===== src/rtl/b_write_arbiter_pkg.sv =====
// b_write_arbiter_pkg: B-system source codes, arbiter state encoding and sizing constants.
// Shared by the control unit, the B mux and the register write arbiters.
package b_write_arbiter_pkg;
    localparam int NREQ = 5;
    localparam logic [2:0] SRC_A    = 3'd0;
    localparam logic [2:0] SRC_B    = 3'd1;
    localparam logic [2:0] SRC_C    = 3'd2;
    localparam logic [2:0] SRC_D    = 3'd3;
    localparam logic [2:0] SRC_E    = 3'd4;
    localparam logic [2:0] SRC_ZERO = 3'd5;
    localparam logic [2:0] CLR_SRC  = SRC_ZERO;
    // Pointer starts at the last requester so the first scan begins at requester 0.
    localparam logic [2:0] PTR_RST  = SRC_E;
    typedef enum logic [1:0] {
        ST_IDLE  = 2'd0,
        ST_WRITE = 2'd1,
        ST_ACK   = 2'd2
    } state_t;
endpackage


===== src/rtl/b_write_arbiter_rr_pick5.sv =====
// rr_pick5: combinational rotating priority encoder over five requests.
// Ports: req[4:0] requests, ptr[2:0] last winner (0..4);
//        valid any request set, idx[2:0] first set request after ptr (mod 5).
module rr_pick5
    import b_write_arbiter_pkg::*;
(
    input  logic [4:0] req,
    input  logic [2:0] ptr,
    output logic       valid,
    output logic [2:0] idx
);
    logic [2:0] j;
    // Scan from farthest to nearest so the position closest after ptr wins.
    always_comb begin
        valid = |req;
        idx   = SRC_A;
        j     = SRC_A;
        for (int k = NREQ; k >= 1; k--) begin
            j = 3'((int'(ptr) + k) % NREQ);
            if (req[j]) idx = j;
        end
    end
endmodule


===== src/rtl/b_write_arbiter.sv =====
// b_write_arbiter: round-robin arbiter granting the 16-bit B register to five writers or a clear.
// Ports: CLK, reset (async, active-high); req[4:0]/clr_req held until acknowledged;
//        stall blocks new grants; b_src/b_write drive the B mux and register;
//        ack[4:0]/clr_ack one-cycle acknowledge; busy in WRITE/ACK; grant_count completed grants.
module b_write_arbiter
    import b_write_arbiter_pkg::*;
(
    input  logic        CLK,
    input  logic        reset,
    input  logic [4:0]  req,
    input  logic        clr_req,
    input  logic        stall,
    output logic [2:0]  b_src,
    output logic        b_write,
    output logic [4:0]  ack,
    output logic        clr_ack,
    output logic        busy,
    output logic [15:0] grant_count
);
    state_t      state_q, state_d;
    logic [2:0]  ptr_q, ptr_d;
    logic [2:0]  src_q, src_d;
    logic        write_q, write_d;
    logic [4:0]  ack_q, ack_d;
    logic        clr_ack_q, clr_ack_d;
    logic        busy_q, busy_d;
    logic [15:0] grant_count_q, grant_count_d;
    logic        pick_valid;
    logic [2:0]  pick_idx;

    rr_pick5 u_pick (
        .req   (req),
        .ptr   (ptr_q),
        .valid (pick_valid),
        .idx   (pick_idx)
    );

    // src_q doubles as the winner record while in WRITE.
    always_comb begin
        state_d       = state_q;
        ptr_d         = ptr_q;
        src_d         = src_q;
        write_d       = 1'b0;
        ack_d         = '0;
        clr_ack_d     = 1'b0;
        grant_count_d = grant_count_q;
        case (state_q)
            ST_IDLE: begin
                if (!stall && (clr_req || pick_valid)) begin
                    state_d = ST_WRITE;
                    src_d   = clr_req ? CLR_SRC : pick_idx;
                    write_d = 1'b1;
                end
            end
            ST_WRITE: begin
                state_d = ST_ACK;
                if (src_q == CLR_SRC) begin
                    clr_ack_d = 1'b1;
                end else begin
                    ack_d = 5'b00001 << src_q;
                    ptr_d = src_q;
                end
            end
            ST_ACK: begin
                state_d       = ST_IDLE;
                grant_count_d = grant_count_q + 16'd1;
            end
            default: state_d = ST_IDLE;
        endcase
        busy_d = state_d != ST_IDLE;
    end

    always_ff @(posedge CLK or posedge reset) begin
        if (reset) begin
            state_q       <= ST_IDLE;
            ptr_q         <= PTR_RST;
            src_q         <= SRC_A;
            write_q       <= 1'b0;
            ack_q         <= '0;
            clr_ack_q     <= 1'b0;
            busy_q        <= 1'b0;
            grant_count_q <= '0;
        end else begin
            state_q       <= state_d;
            ptr_q         <= ptr_d;
            src_q         <= src_d;
            write_q       <= write_d;
            ack_q         <= ack_d;
            clr_ack_q     <= clr_ack_d;
            busy_q        <= busy_d;
            grant_count_q <= grant_count_d;
        end
    end

    assign b_src       = src_q;
    assign b_write     = write_q;
    assign ack         = ack_q;
    assign clr_ack     = clr_ack_q;
    assign busy        = busy_q;
    assign grant_count = grant_count_q;
endmodule


===== config.mk =====
export PLATFORM = sky130hd
export DESIGN_NAME = b_write_arbiter
export DESIGN_NICKNAME = d
export VERILOG_FILES = /design/src/rtl/b_write_arbiter_pkg.sv /design/src/rtl/b_write_arbiter_rr_pick5.sv /design/src/rtl/b_write_arbiter.sv
export SDC_FILE = /design/constraint.sdc
export NUM_CORES = 1
export LEC_CHECK = 0
export CELL_PAD_IN_SITES_DETAIL_PLACEMENT = 2
export CELL_PAD_IN_SITES_GLOBAL_PLACEMENT = 2
export CORE_MARGIN = 3
export CORE_UTILIZATION = 29
export CTS_CLUSTER_SIZE = 28
export DETAILED_ROUTE_END_ITERATION = 8
export GPL_TIMING_DRIVEN = 0
export HOLD_SLACK_MARGIN = 0.15
export PLACE_DENSITY_LB_ADDON = 0.1
export SYNTH_ARGS = -nofsm -noshare
export SYNTH_HDL_FRONTEND = slang
export SYNTH_SLANG_ARGS = --single-unit

===== constraint.sdc =====
create_clock -name CLK -period 5.3 [get_ports CLK]
set_clock_uncertainty 0.2 [all_clocks]
set_input_delay 1.59 -clock CLK [delete_from_list [all_inputs] [get_ports CLK]]
set_output_delay 1.59 -clock CLK [all_outputs]
set_load 0.02 [all_outputs]

# After elaboration in Yosys (flattened, before gate mapping)
# Index checks and enable logic that the tools add are counted.
# Widths: inputs -> output; s select.
[classes]
n_reduce_logical = 8
n_shift = 1
bitwise = 1
n_addsub = 6
magnitude_cmp = 5
n_eq_ne = 3
muxes = 24
div_mod_pow = 5
[op_table]
columns = ["operator", "n"]
rows = [
  ["$mod 32x4->32 const B", 5],
  ["$lt 3x4->1 const B", 5],
  ["$mux 3", 6],
  ["$add 16x1->16 const B", 1],
  ["$bmux 1 s3", 5],
  ["$mux 5", 2],
  ["$mux 1", 9],
  ["$add 3x2->4 const B", 2],
  ["$add 3x3->4 const B", 2],
  ["$reduce_or 5->1", 1],
  ["$shl 1x3->5 const A", 1],
  ["$add 3x1->4 const B", 1],
  ["$pmux 2 s2", 1],
  ["$reduce_and 2->1", 2],
  ["$eq 3x3->1 const B", 1],
  ["$eq 2x1->1 const B", 1],
  ["$eq 2x2->1 const B", 1],
  ["$logic_not 2->1", 1],
  ["$mux 2", 1],
  ["$reduce_bool 2->1", 1],
  ["$logic_and 1x1->1", 1],
  ["$logic_not 1->1", 1],
  ["$logic_or 1x1->1", 1],
  ["$not 1->1", 1],
]
[word_totals]
reg_bits = 32
in_bits = 9

# Longest topological paths before layout
[logic_depth]
word_depth = 10
ltp_mapped = 17
ltp_nobuf = 14

# Modules after synthesis
# A second synthesis with hierarchy kept.
[unflattened]
hier_cells = 341
area_unflattened_um2 = 3050.4
[by_module_without_submodules]
columns = ["module", "n_inst", "cells_per_inst", "area_each_um2", "seq_area_each_um2"]
rows = [
  ["rr_pick5", 1, 230, 1766.7, 0.0],
  ["b_write_arbiter", 1, 111, 1283.7, 802.0],
]

# Least setup slack after synthesis
# OpenSTA, ideal clock, no wires.
[synth_path]
path_type = "reg-to-reg"
start = "reg ptr_q[0]"
end = "reg src_q[0], in the netlist b_src[0]"
t_arrival_ns = 3.842
slack_ns = 1.173
synth_period_minus_slack_ns = 4.127
stages_incl_launch_ff = 16
path_cell_list = "dfrtp_1 > buf_2 > inv_2 > clkbuf_1 > ha_1 > ha_1 > o31ai_1 > o31ai_1 > xnor2_1 > ha_1 > and3b_1 > mux2_2 > a311oi_2 > a32oi_1 > a211o_1 > o221ai_2"
[synth_between]
elab_chain_len = 10
[synth_rtl]
columns = ["element", "line", "text"]
rows = [
  ["from (decl)", "b_write_arbiter.sv:21", "logic [2:0] ptr_q, ptr_d;"],
  ["from (signal assigned)", "b_write_arbiter.sv:85", "ptr_q <= ptr_d;"],
  ["$add 3x3->4", "b_write_arbiter_rr_pick5.sv:19", "j = 3'((int'(ptr) + k) % NREQ);"],
  ["$mod 32x4->32", "b_write_arbiter_rr_pick5.sv:19", ""],
  ["$bmux 1 s3", "b_write_arbiter_rr_pick5.sv:20", "if (req[j]) idx = j;"],
  ["$mux 1 (not written as such)", "b_write_arbiter_rr_pick5.sv:20", ""],
  ["$mux 3 (4 in a row)", "b_write_arbiter_rr_pick5.sv:20", ""],
  ["$mux 3 *", "b_write_arbiter_rr_pick5.sv:20", ""],
  ["$mux 3 *", "b_write_arbiter.sv:51", "src_d = clr_req ? CLR_SRC : pick_idx;"],
  ["to (signal assigned)", "b_write_arbiter.sv:86", "src_q <= src_d;"],
  ["to (decl)", "b_write_arbiter.sv:22", "logic [2:0] src_q, src_d;"],
]
# Mark *: on every way between the ends. The rest lies on a longest branch, timed or not. The select of a mux whose other input is x is not followed.
# A chain may end at the register's enable or synchronous reset.

# Worst setup path in the final report
[layout_path]
start = "reg ptr_q[0]"
end = "reg src_q[1], in the netlist b_src[1]"
# Same word-level chain as after synthesis.

==> qor.yml <==
cts_tree: "built"
mappedNetlistArea_um2: 2990
place.gp.congestion: 0.815
floorplan.die_area_um2: 11600
starting_density_of_the_core_pct: 30.2
drc: 0
maxCapViolations: 0
worst-endpoint-arrival_ns: 4.67
critical_path_start_type: "flop"
path_buf_inv: 5
level_count_of_the_clock_h_tree: 2
overflow: 0
cpLargestDelayFamily: "buffers and inverters"
clk-insertion-delay-late_ns: 0.28
yosys.area.top_type: "dfrtp_1"
cpMostUsedCell: "ha_1"
worst_ep_required_time_ns: 5.23
drv_slew: 0
synth_area_leaders: "dfrtp_1 26%, ha_1 9.6%, xnor2_1 5.3%"
fillCellCount: 1163
yosys_reg_bits: 32
max_stage_delay_on_crit_path_ns: 0.52
multi_input_area_um2: 2050
postSynth.topFlopCell: "dfrtp_1"
hold_class: "flop to flop"
post-dp-hpwl_um: 7540
synthToLayoutAreaGrowth_pct: 19.4
grt_max_degree: 33
crit_chain: "buf_2, inv_2, ha_1, buf_4, inv_1, ha_1, inv_1, ha_1, and4b_1, a211oi_1, o21a_1, nand2b_1, nor4b_2, a2111oi_0, a31oi_1, o221ai_1"
number_of_buffers_inserted_during_clock_tree_synthesis: 5
final.min_clock_period_ns: 4.74
tightest_pin_transition_ns: 0.749
detail_route.first_pass.iterations: 4
layout-drive-gt1-share_pct: 9.95
syn-mean-instance-area_um2: 8.69
ant_nets: 0
die_w_um: 108
final_routed_wirelength_across_all_metal_layers_um: 9650
route.vias.total: 2828
antenna_found_initial: 0
final_routed_wire_length_divided_by_cell_count_um: 18.7
area.sequential_um2: 802
cts.repair.resized: 0
hold_viol: 0
globalRouteMet2Util_pct: 30.3
clock-root-buffer: "clkbuf_8"
grt_pass1_wl_um: 16000
initial_drt_markers: 62
grtUsageTotal_pct: 17.3
row_count: 36
post_synthesis_async_set_or_reset_flop_share_pct: 100
grt_setup_unrepaired: "no"
floorplan.die.height_um: 108
result_of_the_run: "completed"
place.port_buffers: 32
cp-end-kind: "flop"
netlist_instances: 344
cts.clk_slew.worst_paths_ns: 0.07
crit_type: "flop to flop"
cts_sinks: 32
grt.busiest_layer: "met2"
syn_nets: 376
layout.cells.most_common_list: "32 x nand2_1, 32 x clkdlybuf4s50_1, 31 x dfrtp_1"
num-nets-final: 414
synthDistinctLibCells: 74
number_of_antenna_cells_inserted: 0
pre_cts_ws_ns: 0.162
core-area_um2: 9910
boundaryPins: 36
vias_per_cell: 5.49
fin_setup_tns_ns: 0
final_critical_path_setup_slack_ns: 0.561
grt_pass1_vias: 3041
number_of_enable_flip_flop_cells_after_synthesis: 0
yosys.area.top_type_share_pct: 25.9
finalCritPeriodShare_pct: 89.4
clk_path_buf_depth: 2
relSlewSlack_pct: 49.7
path_max_fanout: 14
synth_warnings: 0
synth-seq-area-share_pct: 26.8
cpMaxStageDelayCell: "dfrtp_1"
setup_viol: 0
global_route_met3_usage_pct: 3.24
max_clock_freq_ghz: 0.211
grt.met1_usage_pct: 22.7
==> path summary, 6_finish.rpt <==
path                                             start  depth (start not counted)                          end  slack, ns
min in group asynchronous                        reset                          2   grant_count[0]$_DFFE_PP0N_       1.53
max in group asynchronous                        reset                          2             ack[4]$_DFF_PP0_       2.93
max                               ptr_q[0]$_DFFE_PP0P_                         16         b_src[1]$_DFFE_PP0P_       0.56
min                        grant_count[15]$_DFFE_PP0N_                          1  grant_count[15]$_DFFE_PP0N_       0.28
min reg2reg                grant_count[15]$_DFFE_PP0N_                          1  grant_count[15]$_DFFE_PP0N_       0.28
max reg2reg                       ptr_q[0]$_DFFE_PP0P_                         16         b_src[1]$_DFFE_PP0P_       0.56
==> routing by layer <==
| layer | vias to the layer above | routed length, um |
|---|---|---|
| met5 | - | 0 |
| met4 | 0 | 24 |
| met3 | 2 | 295 |
| met2 | 40 | 4830 |
| met1 | 1441 | 4510 |
| li1 | 1345 | - |
==> registers in the layout, indices dropped and copies added (netlist names) <==
register,count
ack,5
b_src,3
b_write,1
busy,1
clr_ack,1
grant_count,16
ptr_q,3
state_q,2
==> cells by family after synthesis <==
logic type      share of synthesized area, %
flops                                   26.8
xor+xnor                                7.28
simple gates                            24.4
fa+ha+maj                               9.62
mux                                     5.77
buf+inv                                 4.73
compound gates                          21.3
==> area by class of cell <==
| type | instances | area share (%) |
|---|---|---|
| repair buffers | 32 | 8.97 |
| inverters | 18 | 1.89 |
| multi-input cells | 277 | 57.3 |
| plain buffers | 16 | 1.96 |
| clock buffers | 7 | 2.70 |
| well taps | 133 | 4.66 |
| flip-flops and latches | 32 | 22.5 |
==> per-stage QoR <==
stage | utilization (%) | hold slack [ns] | area [um2] | std cells
4_1_cts | 36.1 | 0.286 | 3570 | 516
2_1_floorplan | - | 0.277 | 2990 | 344
3_3_place_gp | 35.1 | 0.260 | 3480 | 509
5_1_grt | 36.0 | 0.316 | 3570 | 515
3_5_place_dp | 35.1 | 0.277 | 3480 | 509
6_report | 36.0 | 0.277 | 3570 | 515
==> what timing repair did <==
action / 4_1_cts / 5_1_grt
setup endpoints to repair: 0 / 3
hold buffers: 0 / 0
buffers inserted: 0 / 0
==> synth_stat cells (7+ instances only) <==
cell type	count
nand3_1	14
nor2_1	22
nand2_1	32
ha_1	23
inv_1	14
clkbuf_1	10
nand2b_1	17
nor3_1	8
nor4_1	7
dfrtp_1	31
xnor2_1	18
a21oi_1	12
o211ai_1	7
Power is not shown: default switching activity piles up to over one toggle a cycle in this logic, so the estimate is an artifact.
==> RTL change (config.mk and constraints unchanged) <==
Re-encode `state_t` (3 states) as one-hot, 3 bits wide.
--- a/src/rtl/b_write_arbiter_pkg.sv
+++ b/src/rtl/b_write_arbiter_pkg.sv
@@ -12,8 +12,8 @@
     // Pointer starts at the last requester so the first scan begins at requester 0.
     localparam logic [2:0] PTR_RST  = SRC_E;
-    typedef enum logic [1:0] {
-        ST_IDLE  = 2'd0,
-        ST_WRITE = 2'd1,
-        ST_ACK   = 2'd2
+    typedef enum logic [2:0] {
+        ST_IDLE  = 3'b001,
+        ST_WRITE = 3'b010,
+        ST_ACK   = 3'b100
     } state_t;
 endpackage
Behaviour: no difference found for any inputs over 4 cycles, from zero or initial values and one cycle with reset high; so few cycles prove little.
==> RTL change against the original RTL <==
Synthesized cell count grew 4.1%. Sequential cell count up 1. Utilization increased by 1.3 points. Final area up 10%. Wire length fell by 0.11%. Global-route usage shrank 1.2 points. Via count is 1.3% lower. Setup slack got worse by 200 ps. Fmax shrank 4.0%. Non-clock buffer count is 8 higher. First-iteration DRC count up 21%. Die area rose by 6.7%. Synthesized area rose by 7.2%. Critical endpoint unchanged. Largest cell class unchanged.
Power is left out: the tool's default activity adds up to more than one toggle a clock period on the data nets, which glitch-free logic cannot reach.
==> RTL change: results (changes against the original RTL) <==
{| class="wikitable"
! Metric !! Value
|-
| Antenna Cells || 0 (unchanged)
|-
| Flip-flop count of the largest register, all copies and words added || 16 (unchanged)
|-
| Synth top cells by count || nand2_1, dfrtp_1, ha_1, inv_1, nor2_1 (was nand2_1, dfrtp_1, ha_1, nor2_1, xnor2_1)
|-
| Largest net degree at the start of global routing || 34 (was 33)
|-
| Clock H-tree levels || 2 (unchanged)
|-
| Delay-heaviest family, CP || compound AO/OA/AOI/OAI gates (was buffers and inverters)
|-
| # Max-Cap Violations || 0 (unchanged)
|-
| GRT met1 Usage || 0.230 (was 0.227)
|-
| Clock-pin slew reported for the worst setup and hold paths after clock tree synthesis || 70 ps (about the same)
|-
| CP max stage delay || 550 ps (was 520 ps)
|-
| First-pass GRT wire length || 16300 um (was 16000 um)
|-
| Drt first pass iters || 4 (unchanged)
|-
| Final HPWL DP || 7660 um (was 7540 um)
|-
| Antenna violations before repair || 0 (unchanged)
|-
| RD Place Congestion || 0.785 (was 0.815)
|-
| Critical-path maximum fanout || 25 (was 14)
|-
| Bufs on Longest Clock Path || 2 (unchanged)
|-
| Count of unique library cells instantiated by Yosys || 75 (was 74)
|-
| Wire length per cell after detailed routing || 18.0 um (was 18.7 um)
|-
| Net count, final || 439 (was 414)
|-
| Data arrival, critical path || 4940 ps (was 4670 ps)
|-
| Share of the yosys chip area belonging to registers || 0.258 (was 0.268)
|-
| Area post-placement || 0.00371 mm^2 (was 0.00348 mm^2)
|-
| Clock root buffer || clkbuf_8 (unchanged)
|-
| Later-pin clock latency in the skew report || 280 ps (about the same)
|-
| Fraction of registers with async set or reset after synthesis || 1.00 (unchanged)
|-
| Largest cells by area after synthesis || dfrtp_1, ha_1, xnor2_1 (unchanged)
|-
| GR met3 Demand/Resource || 0.0218 (was 0.0324)
|-
| Maximum frequency from static timing analysis || 0.203 GHz (was 0.211 GHz)
|-
| IO Port Bufs || 33 (was 32)
|-
| Via count of the first global-routing pass || 3046 (was 3041)
|-
| Run status || complete, no violations (unchanged)
|-
| Total global-route track usage || 0.161 (was 0.173)
|-
| Met2 Resource Use GR || 0.263 (was 0.303)
|-
| Worst hold path class || reg2reg (unchanged)
|-
| Detail-routed via count per cell || 5.20 (was 5.49)
|-
| Synthesized netlist net count || 397 (was 376)
|-
| Number of warnings reported in the yosys synthesis log || 0 (unchanged)
|-
| Cell at the slowest stage of the critical path || mux4_2 (was dfrtp_1)
|-
| Starting DRC count in detailed routing || 75 (was 62)
|-
| Share of layout cells above drive strength 1 || 0.145 (was 0.0995)
|-
| Number of CTS-inserted buffers || 5 (unchanged)
|-
| Slew of the pin with the lowest slew margin || 858 ps (was 749 ps)
|}
RTL change: cell type report:
type | instances | area [um^2]
inverter | 29 | 109
fill | 1181 | 6620
sequential | 33 | 830
multi-input combinational | 275 | 2220
timing repair buffer | 37 | 380
clock inverter | 1 | 30.0
tap | 136 | 170
clock buffer | 7 | 86.3
buffer | 19 | 114
RTL change: path summary, 6_finish.rpt:
check,end,cells past startpoint,start,slack (ps)
hold / removal,grant_count[15],1,grant_count[15],280
hold reg to reg,grant_count[15],1,grant_count[15],280
max in group asynchronous,state_q[0],3,reset,2960
setup / recovery,b_src[1],17,ptr_q[0],360
min in group asynchronous,grant_count[0],2,reset,1410
setup reg to reg,b_src[1],17,ptr_q[0],360
RTL change: layer usage:
layer / up-vias / part of all wire
met1: 1394 / 0.52
met2: 23 / 0.46
met5: - / 0
met4: 0 / 0.0054
met3: 5 / 0.015
li1: 1368 / -
RTL change: kinds of logic after synthesis:
group,after synthesis,synth area share
adders and majority gates,30,0.119
buffers and inverters,50,0.0652
AOI/OAI and AO/OA,84,0.214
and+or+nand+nor,121,0.201
xor gates and xnor gates,21,0.0597
DFF,33,0.258
muxes,19,0.0816
RTL change: through the flow:
| stage | hold slack [ps] | setup slack (ps) | cells | TNS [ps] |
|---|---|---|---|---|
| floorplan | 382 | 98.3 | 358 | 0 |
| global placement | 268 | -1590 | 527 | -4350 |
| detailed placement | 273 | -1720 | 527 | -4790 |
| CTS | 287 | 16.6 | 534 | 0 |
| global route | 322 | 7.24 | 537 | 0 |
| finish | 282 | 362 | 537 | 0 |
RTL change: what timing repair did:
| item | CTS | global route |
|---|---|---|
| hold buffers | 0 | 0 |
| pin swaps | 1 | 0 |
| setup endpoints to repair | 3 | 3 |
| setup buffers | 1 | 2 |
| resized for setup | 12 | 5 |
